`config.mk`:
```
export PLATFORM = sky130hd
export DESIGN_NAME = rr_trace_wb_ctrl_flat
export DESIGN_NICKNAME = d
export VERILOG_FILES = /design/src/rtl/rr_trace_wb_ctrl_if.sv /design/src/rtl/rr_trace_wb_ctrl.sv /design/src/flat_wrapper.sv
export SDC_FILE = /design/constraint.sdc
export NUM_CORES = 1
export LEC_CHECK = 0
export ABC_AREA = 1
export BUFFER_PORTS_ARGS = -buffer_cell sky130_fd_sc_hd__buf_2
export CAP_MARGIN = 20
export CORE_AREA = 3 3 549 551
export CTS_CLUSTER_DIAMETER = 50
export DETAILED_ROUTE_END_ITERATION = 10
export DIE_AREA = 0 0 552 554
export GPL_TIMING_DRIVEN = 0
export SETUP_SLACK_MARGIN = 0.3
export SYNTH_ARGS = -nofsm -noshare
export SYNTH_HDL_FRONTEND = slang
export SYNTH_SLANG_ARGS = --single-unit
```
`constraint.sdc`:
```
create_clock -name clk -period 3.2 [get_ports clk]
set_input_delay 0.48 -clock clk [delete_from_list [all_inputs] [get_ports clk]]
set_output_delay 0.48 -clock clk [all_outputs]
set_load 0.01 [all_outputs]
```
`src/rtl/rr_trace_wb_ctrl_if.sv`:
```
// AXI4 write-channel bundle (AW/W/B) between the trace writeback sequencer and the DRAM port.
interface rr_trace_wb_ctrl_if #(
   parameter int unsigned AXI_WIDTH      = 512,
   parameter int unsigned AXI_ADDR_WIDTH = 64
);
   localparam int unsigned BB = AXI_WIDTH / 8;

   logic [AXI_ADDR_WIDTH-1:0] awaddr;
   logic [7:0]                awlen;
   logic                      awvalid;
   logic                      awready;
   logic [AXI_WIDTH-1:0]      wdata;
   logic [BB-1:0]             wstrb;
   logic                      wlast;
   logic                      wvalid;
   logic                      wready;
   logic [1:0]                bresp;
   logic                      bvalid;
   logic                      bready;

   modport master (
      output awaddr, awlen, awvalid, wdata, wstrb, wlast, wvalid, bready,
      input  awready, wready, bresp, bvalid
   );

   modport slave (
      input  awaddr, awlen, awvalid, wdata, wstrb, wlast, wvalid, bready,
      output awready, wready, bresp, bvalid
   );
endinterface

```
`src/rtl/rr_trace_wb_ctrl.sv`:
```
// Trace-log writeback sequencer: drains the merge FIFO into AXI4 INCR bursts over a DRAM buffer.
// Define RR_TRACE_WB_WRAP_EN for ring-buffer wrap; otherwise the buffer stalls when full.
module rr_trace_wb_ctrl #(
   parameter int unsigned AXI_WIDTH      = 512,
   parameter int unsigned AXI_ADDR_WIDTH = 64,
   parameter int unsigned OFFSET_WIDTH   = 32,
   parameter int unsigned BURST_LEN      = 16,
   parameter int unsigned CNT_WIDTH      = 10
) (
   input  logic                      clk,
   input  logic                      rst_n,
   input  logic                      i_cfg_start,
   input  logic [AXI_ADDR_WIDTH-1:0] i_buf_base,
   input  logic [AXI_ADDR_WIDTH-1:0] i_buf_size,
   input  logic                      i_record_finish,
   input  logic [AXI_WIDTH-1:0]      i_fifo_dout,
   input  logic [OFFSET_WIDTH-1:0]   i_fifo_size,
   input  logic [CNT_WIDTH-1:0]      i_fifo_cnt,
   input  logic                      i_fifo_empty,
   output logic                      o_fifo_rd_en,
   rr_trace_wb_ctrl_if.master        m_axi,
   output logic [AXI_ADDR_WIDTH-1:0] o_wr_bytes,
   output logic                      o_busy,
   output logic                      o_done,
   output logic                      o_err,
   output logic                      o_buf_full
);

   localparam int unsigned BB     = AXI_WIDTH / 8;
   localparam int unsigned BEAT_W = $clog2(BURST_LEN + 1);
   localparam logic [AXI_ADDR_WIDTH-1:0] BB_A = AXI_ADDR_WIDTH'(BB);

   typedef enum logic [2:0] {StIdle, StWait, StAw, StW, StB, StDone} state_e;

   state_e                    r_state, w_state_nxt;
   logic [AXI_ADDR_WIDTH-1:0] r_base, w_base_nxt;
   logic [AXI_ADDR_WIDTH-1:0] r_end, w_end_nxt;
   logic [AXI_ADDR_WIDTH-1:0] r_ptr, w_ptr_nxt;
   logic [AXI_ADDR_WIDTH-1:0] r_bytes, w_bytes_nxt;
   logic [BEAT_W-1:0]         r_beats, w_beats_nxt;
   logic [BEAT_W-1:0]         r_cnt, w_cnt_nxt;
   logic                      r_flush, w_flush_nxt;
   logic                      r_err, w_err_nxt;
`ifdef RR_TRACE_WB_WRAP_EN
   logic                      r_wrap_pulse, w_wrap_pulse_nxt;
`else
   logic                      r_full, w_full_nxt;
`endif

   logic                      w_flush_now;
   logic                      w_wvalid;
   logic                      w_hs;
   logic [AXI_ADDR_WIDTH-1:0] w_burst_bytes;
   logic [AXI_ADDR_WIDTH-1:0] w_ptr_inc;
   logic [OFFSET_WIDTH-1:0]   w_size_bytes;
   logic [BB-1:0]             w_strb;

   assign w_flush_now   = r_flush | (i_record_finish & (r_state != StIdle));
   assign w_wvalid      = (r_state == StW) & ~i_fifo_empty;
   assign w_hs          = w_wvalid & m_axi.wready;
   assign w_burst_bytes = AXI_ADDR_WIDTH'(r_beats) * BB_A;
   assign w_ptr_inc     = r_ptr + w_burst_bytes;

   always_ff @(posedge clk or negedge rst_n) begin
      if (!rst_n) begin
         r_state      <= StIdle;
         r_base       <= '0;
         r_end        <= '0;
         r_ptr        <= '0;
         r_bytes      <= '0;
         r_beats      <= '0;
         r_cnt        <= '0;
         r_flush      <= 1'b0;
         r_err        <= 1'b0;
`ifdef RR_TRACE_WB_WRAP_EN
         r_wrap_pulse <= 1'b0;
`else
         r_full       <= 1'b0;
`endif
      end else begin
         r_state      <= w_state_nxt;
         r_base       <= w_base_nxt;
         r_end        <= w_end_nxt;
         r_ptr        <= w_ptr_nxt;
         r_bytes      <= w_bytes_nxt;
         r_beats      <= w_beats_nxt;
         r_cnt        <= w_cnt_nxt;
         r_flush      <= w_flush_nxt;
         r_err        <= w_err_nxt;
`ifdef RR_TRACE_WB_WRAP_EN
         r_wrap_pulse <= w_wrap_pulse_nxt;
`else
         r_full       <= w_full_nxt;
`endif
      end
   end

   always_comb begin
      w_state_nxt = r_state;
      w_base_nxt  = r_base;
      w_end_nxt   = r_end;
      w_ptr_nxt   = r_ptr;
      w_bytes_nxt = r_bytes;
      w_beats_nxt = r_beats;
      w_cnt_nxt   = r_cnt;
      w_flush_nxt = w_flush_now;
      w_err_nxt   = r_err;
`ifdef RR_TRACE_WB_WRAP_EN
      w_wrap_pulse_nxt = 1'b0;
`else
      w_full_nxt       = r_full;
`endif
      unique case (r_state)
         StIdle, StDone: begin
            if (i_cfg_start) begin
               w_base_nxt  = i_buf_base;
               w_end_nxt   = i_buf_base + i_buf_size;
               w_ptr_nxt   = i_buf_base;
               w_bytes_nxt = '0;
               w_err_nxt   = 1'b0;
               w_flush_nxt = 1'b0;
`ifndef RR_TRACE_WB_WRAP_EN
               w_full_nxt  = 1'b0;
`endif
               w_state_nxt = StWait;
            end
         end
         StWait: begin
`ifndef RR_TRACE_WB_WRAP_EN
            if (r_full) begin
               // Buffer exhausted: words still queued at flush time are lost.
               if (w_flush_now) begin
                  w_state_nxt = StDone;
                  if (!i_fifo_empty) w_err_nxt = 1'b1;
               end
            end else
`endif
            if (i_fifo_cnt >= CNT_WIDTH'(BURST_LEN)) begin
               w_beats_nxt = BEAT_W'(BURST_LEN);
               w_state_nxt = StAw;
            end else if (w_flush_now && !i_fifo_empty) begin
               w_beats_nxt = BEAT_W'(i_fifo_cnt);
               w_state_nxt = StAw;
            end else if (w_flush_now) begin
               w_state_nxt = StDone;
            end
         end
         StAw: begin
            if (m_axi.awready) begin
               w_cnt_nxt   = r_beats;
               w_state_nxt = StW;
            end
         end
         StW: begin
            if (w_hs) begin
               w_cnt_nxt = r_cnt - BEAT_W'(1);
               if (r_cnt == BEAT_W'(1)) w_state_nxt = StB;
            end
         end
         StB: begin
            if (m_axi.bvalid) begin
               w_bytes_nxt = r_bytes + w_burst_bytes;
               if (m_axi.bresp != 2'b00) w_err_nxt = 1'b1;
               w_ptr_nxt = w_ptr_inc;
               if (w_ptr_inc == r_end) begin
`ifdef RR_TRACE_WB_WRAP_EN
                  w_ptr_nxt        = r_base;
                  w_wrap_pulse_nxt = 1'b1;
`else
                  w_full_nxt       = 1'b1;
`endif
               end
               w_state_nxt = (w_flush_now && i_fifo_empty) ? StDone : StWait;
            end
         end
         default: w_state_nxt = StIdle;
      endcase
   end

   // Byte strobe from the head word's valid-bit count; saturates at a full beat.
   always_comb begin
      w_size_bytes = i_fifo_size >> 3;
      w_strb       = '0;
      for (int unsigned i = 0; i < BB; i++) begin
         w_strb[i] = (OFFSET_WIDTH'(i) < w_size_bytes);
      end
   end

   assign m_axi.awvalid = (r_state == StAw);
   assign m_axi.awaddr  = (r_state == StAw) ? r_ptr : '0;
   assign m_axi.awlen   = (r_state == StAw) ? 8'(r_beats - BEAT_W'(1)) : 8'h00;
   assign m_axi.wvalid  = w_wvalid;
   assign m_axi.wdata   = w_wvalid ? i_fifo_dout : '0;
   assign m_axi.wstrb   = w_wvalid ? w_strb : '0;
   assign m_axi.wlast   = w_wvalid & (r_cnt == BEAT_W'(1));
   assign m_axi.bready  = (r_state == StB);
   assign o_fifo_rd_en  = w_hs;
   assign o_wr_bytes    = r_bytes;
   assign o_busy        = (r_state == StWait) | (r_state == StAw) | (r_state == StW) |
                          (r_state == StB);
   assign o_done        = (r_state == StDone);
   assign o_err         = r_err;
`ifdef RR_TRACE_WB_WRAP_EN
   assign o_buf_full    = r_wrap_pulse;
`else
   assign o_buf_full    = r_full;
`endif

endmodule

```
`src/flat_wrapper.sv`:
```
// flat-port wrapper written by rule: the top's interface ports become plain ports
module rr_trace_wb_ctrl_flat 
#(
   parameter int unsigned AXI_WIDTH      = 512,
   parameter int unsigned AXI_ADDR_WIDTH = 64,
   parameter int unsigned OFFSET_WIDTH   = 32,
   parameter int unsigned BURST_LEN      = 16,
   parameter int unsigned CNT_WIDTH      = 10
)
  (clk, rst_n, i_cfg_start, i_buf_base, i_buf_size, i_record_finish, i_fifo_dout, i_fifo_size, i_fifo_cnt, i_fifo_empty, o_fifo_rd_en, o_wr_bytes, o_busy, o_done, o_err, o_buf_full, m_axi_awaddr, m_axi_awlen, m_axi_awvalid, m_axi_wdata, m_axi_wstrb, m_axi_wlast, m_axi_wvalid, m_axi_bready, m_axi_awready, m_axi_wready, m_axi_bresp, m_axi_bvalid);
  rr_trace_wb_ctrl_if #(.AXI_WIDTH(AXI_WIDTH), .AXI_ADDR_WIDTH(AXI_ADDR_WIDTH)) m_axi_i ();
  input  logic clk;
  input  logic rst_n;
  input  logic i_cfg_start;
  input  logic [AXI_ADDR_WIDTH-1:0] i_buf_base;
  input  logic [AXI_ADDR_WIDTH-1:0] i_buf_size;
  input  logic i_record_finish;
  input  logic [AXI_WIDTH-1:0] i_fifo_dout;
  input  logic [OFFSET_WIDTH-1:0] i_fifo_size;
  input  logic [CNT_WIDTH-1:0] i_fifo_cnt;
  input  logic i_fifo_empty;
  output logic o_fifo_rd_en;
  output logic [AXI_ADDR_WIDTH-1:0] o_wr_bytes;
  output logic o_busy;
  output logic o_done;
  output logic o_err;
  output logic o_buf_full;
  output wire logic [$bits(m_axi_i.awaddr)-1:0] m_axi_awaddr;
  output wire logic [$bits(m_axi_i.awlen)-1:0] m_axi_awlen;
  output wire logic [$bits(m_axi_i.awvalid)-1:0] m_axi_awvalid;
  output wire logic [$bits(m_axi_i.wdata)-1:0] m_axi_wdata;
  output wire logic [$bits(m_axi_i.wstrb)-1:0] m_axi_wstrb;
  output wire logic [$bits(m_axi_i.wlast)-1:0] m_axi_wlast;
  output wire logic [$bits(m_axi_i.wvalid)-1:0] m_axi_wvalid;
  output wire logic [$bits(m_axi_i.bready)-1:0] m_axi_bready;
  input wire logic [$bits(m_axi_i.awready)-1:0] m_axi_awready;
  input wire logic [$bits(m_axi_i.wready)-1:0] m_axi_wready;
  input wire logic [$bits(m_axi_i.bresp)-1:0] m_axi_bresp;
  input wire logic [$bits(m_axi_i.bvalid)-1:0] m_axi_bvalid;
  assign m_axi_awaddr = m_axi_i.awaddr;
  assign m_axi_awlen = m_axi_i.awlen;
  assign m_axi_awvalid = m_axi_i.awvalid;
  assign m_axi_wdata = m_axi_i.wdata;
  assign m_axi_wstrb = m_axi_i.wstrb;
  assign m_axi_wlast = m_axi_i.wlast;
  assign m_axi_wvalid = m_axi_i.wvalid;
  assign m_axi_bready = m_axi_i.bready;
  assign m_axi_i.awready = m_axi_awready;
  assign m_axi_i.wready = m_axi_wready;
  assign m_axi_i.bresp = m_axi_bresp;
  assign m_axi_i.bvalid = m_axi_bvalid;
  rr_trace_wb_ctrl #(.AXI_WIDTH(AXI_WIDTH), .AXI_ADDR_WIDTH(AXI_ADDR_WIDTH), .OFFSET_WIDTH(OFFSET_WIDTH), .BURST_LEN(BURST_LEN), .CNT_WIDTH(CNT_WIDTH)) u_core (.clk(clk), .rst_n(rst_n), .i_cfg_start(i_cfg_start), .i_buf_base(i_buf_base), .i_buf_size(i_buf_size), .i_record_finish(i_record_finish), .i_fifo_dout(i_fifo_dout), .i_fifo_size(i_fifo_size), .i_fifo_cnt(i_fifo_cnt), .i_fifo_empty(i_fifo_empty), .o_fifo_rd_en(o_fifo_rd_en), .m_axi(m_axi_i), .o_wr_bytes(o_wr_bytes), .o_busy(o_busy), .o_done(o_done), .o_err(o_err), .o_buf_full(o_buf_full));
endmodule
```
==> impl_metrics.ini <==
[clocking]
cts_buffer_depth = 3
cts.sink_count = 202
cts_tree = yes
clk_latency_ns = 0.60
htree_levels = 2
numCtsBuffers = 43
cts_root_buf = clkbuf_16
clk_pin_slew_ns = 0.06

[global_route]
antenna_found_initial = 271
grt_pass1_wl_microns = 408000
globalRouteTotalUtil_pct = 21.1
grt_pass1_vias = 32500
grt_max_degree = 92
grt_remaining_overflow = 0

[power_and_ir_drop]
comb_power_share_pct = 61.5
clkPwrFrac_pct = 20.5
p_seq_share_pct = 18.1
p_leak_nw = 21.0
p_int_mw = 10.9
power_density_mw_per_mm2 = 594
vdd_drop_max_mv = 0.385
p_sw_share_pct = 54.7
power.switching_mw = 13.2
p_total_mw = 24.1

[yosys]
avgSynthCellArea_sq_um = 5.58
synth_flop_cell = dfrtp_1
netlist_top_cells_area = dfrtp_1 (23%), nor2_1 (15%), inv_1 (15%), nand2_1 (12%), o21ai_0 (6.9%)
synth_cell_type_count = 56
synth.top_cell.area_share_pct = 22.8
async_reset_ff_share_pct = 100
synthXorXnorAreaFrac_pct = 2.36
yosys_register_bits = 202
syn_area_sq_mm = 0.0221
synth_edf_count = 0
syn_inst = 3968
ys_warn_count = 0
synthMuxAreaShare_pct = 0.0452
synth_top_family_by_area = simple AND/OR/NAND/NOR gates
yosys.area.top_type = dfrtp_1
ys_seq_area_share_pct = 22.8
synth-adder-area-share_pct = 4.57
yosys.area_share.simple_pct = 36.6
synth_compound_area_share_pct = 16.1

[placed_design]
place_congestion = 1.08
dp_slack_ns = -1.31
placed_cells = 9318
portBuffers = 1400
detailed_place_hpwl_microns = 313000
dpl-instance-area_sq_mm = 0.0342

[timing]
finalHoldViolCount = 0
worst_pin_slew_ns = 1.14
fin_skew_ns = 0.0300
timing.final.crit_share_pct = 100
fin_ws_ns = -0.00241
fmaxAchievable_ghz = 0.312
max_slew_margin_pct = 24.3
tns_ns = -0.00241
hold-worst-slack_ns = 0.133
drv_slew = 0
setup_violations = 1
rsz0062_at_grt = true
layout_min_cycle_time_ns = 3.20

[outcome]
violations = negative setup slack
status = finished with violations

[setup_path]
endpoint_kind = output pin
critPathKind = flip-flop to output pin
path_max_fanout = 8
r2r_end = u_core.o_buf_full$_DFFE_PN0P_
r2r-start = u_core.r_beats[1]$_DFFE_PN0P_
worstPathCellList = nor3_4, inv_2, nor2_4, buf_12, inv_16, clkbuf_16, clkbuf_16, nor2_2, buf_2
worstSetupStartpointType = flip-flop
crit_top_cell = clkbuf_16
regToRegSetupSlack_ns = 0.05
cp_top_family = buffers and inverters
critPathLaunch = u_core.r_state[2]$_DFFE_PN0P_
slowest_stage = dfrtp_2
cp.arrival_ns = 2.72
reg2reg_depth = 17
path_buf_inv = 6
required_ns = 2.72
cpPeakStageDelay_ns = 0.47

[floorplan]
core_area_sq_mm = 0.297
die_y_microns = 554
rows = 200
start_util_pct = 7.45
dieArea_sq_mm = 0.306
num_io_pins = 1413
die_w_microns = 552

[routing]
dr_wl_met3_microns = 58300
drt_iter0_drc = 2953
dr_wl_met2_microns = 137000
drt_wl_total_microns = 339000
vias = 34500
top_layer = met5
post_drt_wl_per_cell_microns = 35.3
firstDrtPassIters = 5
drc = 0
ant_nets = 0
viasPerCell = 3.59
met1_length_microns = 121000

[worst_hold_path]
hold_path_depth = 3
hp-start = i_buf_base[3]
holdCritPathClass = primary input to flip-flop
hold_end = u_core.r_ptr[3]$_DFFE_PN0P_

[layout]
drive_above_1_share_pct = 36.4
nNetsFinal = 6246
synthToLayoutAreaGrowth_pct = 83.2
postLayoutCoreUtil_pct = 13.7
fin_cells = 9615
mostFrequentLayoutCell = buf_2
layout_common_cells = buf_2 (1,183), inv_1 (868), nand2_1 (689)
final_area_sq_mm = 0.0405

[run]
drv_cap = 0
area by class of cell:
type / instances / area, sq um
tap: 3939 / 4930
fill: 35100 / 256000
clock inverter: 29 / 388
sequential: 202 / 5070
clock buffer: 51 / 1150
timing repair inverter: 1 / 8.76
timing repair buffer: 1456 / 8890
inverter: 883 / 3340
multi-input combinational: 2754 / 15200
buffer: 134 / 1130
antenna: 166 / 415
repair_timing:
action,4_1_cts,5_1_grt
hold buffers,1,0
gates cloned,8,1
setup buffers,18,23
hold endpoints to repair,23,0
pin swaps,57,41
endpoints found under the setup margin,762,727
gates resized for setup,792,452
routing by layer:
layer  track usage [%]  up-vias
met3              15.2      646
met5            0.0156        -
met2              30.8     2197
met4              11.0       70
met1              22.5    16100
li1                  -    15500
state kept, by name (all words and copies together), names as in the netlist:
name,count
u_core.o_err,1
u_core.r_state,3
u_core.o_buf_full,1
u_core.r_beats,5
u_core.r_flush,1
u_core.r_cnt,5
u_core.r_ptr,64
u_core.o_wr_bytes,58
u_core.r_end,64
power by group through the flow:
stage	clock network (mW)	registers (mW)	logic, mW
2_1_floorplan	0	4.01	6.16
3_3_place_gp	0	4.31	12.9
3_5_place_dp	0	4.32	13.0
4_1_cts	4.97	4.29	14.2
5_1_grt	5.09	4.45	15.8
6_report	4.92	4.35	14.8
synth_stat cells (4+ instances only):
master      n
nand3_1   178
nand3b_1   24
nand4_1    40
o211ai_1    9
o21ai_0   306
nor2_2      4
and2_1      4
buf_4      10
a31oi_1    26
o21a_1     12
inv_1     875
o21bai_1    7
xnor2_1    14
inv_2       8
ha_1       76
nor2_1    883
nor2_4      6
a21o_1     13
a21boi_0   12
and3_1      6
nand2_1   709
or2_2      15
o31ai_1    18
a21oi_1   222
nand2_2     4
nor4_1     18
xor2_1     38
dfrtp_1   202
buf_1       8
clkbuf_1  114
nor3_1     51
a22oi_1    10
o22ai_1    11
how the worst max path moves through the flow:
stage               cells after the start  slack [ns]                            end
global placement                        1       -2.48   u_core.r_end[62]$_DFFE_PN0P_
CTS                                     9        0.01               m_axi_wdata[328]
detailed placement                     18       -1.31  u_core.o_buf_full$_DFFE_PN0P_
global route                            9       -0.02                m_axi_wdata[80]
finish                                  9      -0.002               m_axi_wdata[136]
floorplan                              13        0.55   u_core.r_end[38]$_DFFE_PN0P_
logic make-up (layout without fill, tap and decap cells):
group | after synthesis | count (layout)
mux | 1 | 1
buf+inv | 1017 | 2554
xor+xnor | 55 | 55
flops | 202 | 202
fa+ha+maj | 79 | 79
compound gates | 655 | 655
simple gates | 1958 | 1958
other cells | 1 | 172
worst reg2reg max path, delay by kind of cell (launching register included):
| family | cells | cell delay (ns) |
|---|---|---|
| AOI/OAI and AO/OA | 1 | 0.14 |
| adders and majority gates | 1 | 0.31 |
| buffers and inverters | 1 | 0.20 |
| DFF | 1 | 0.42 |
| and+or+nand+nor | 14 | 2.00 |
Note: power is estimated with default switching activity, not from simulation.
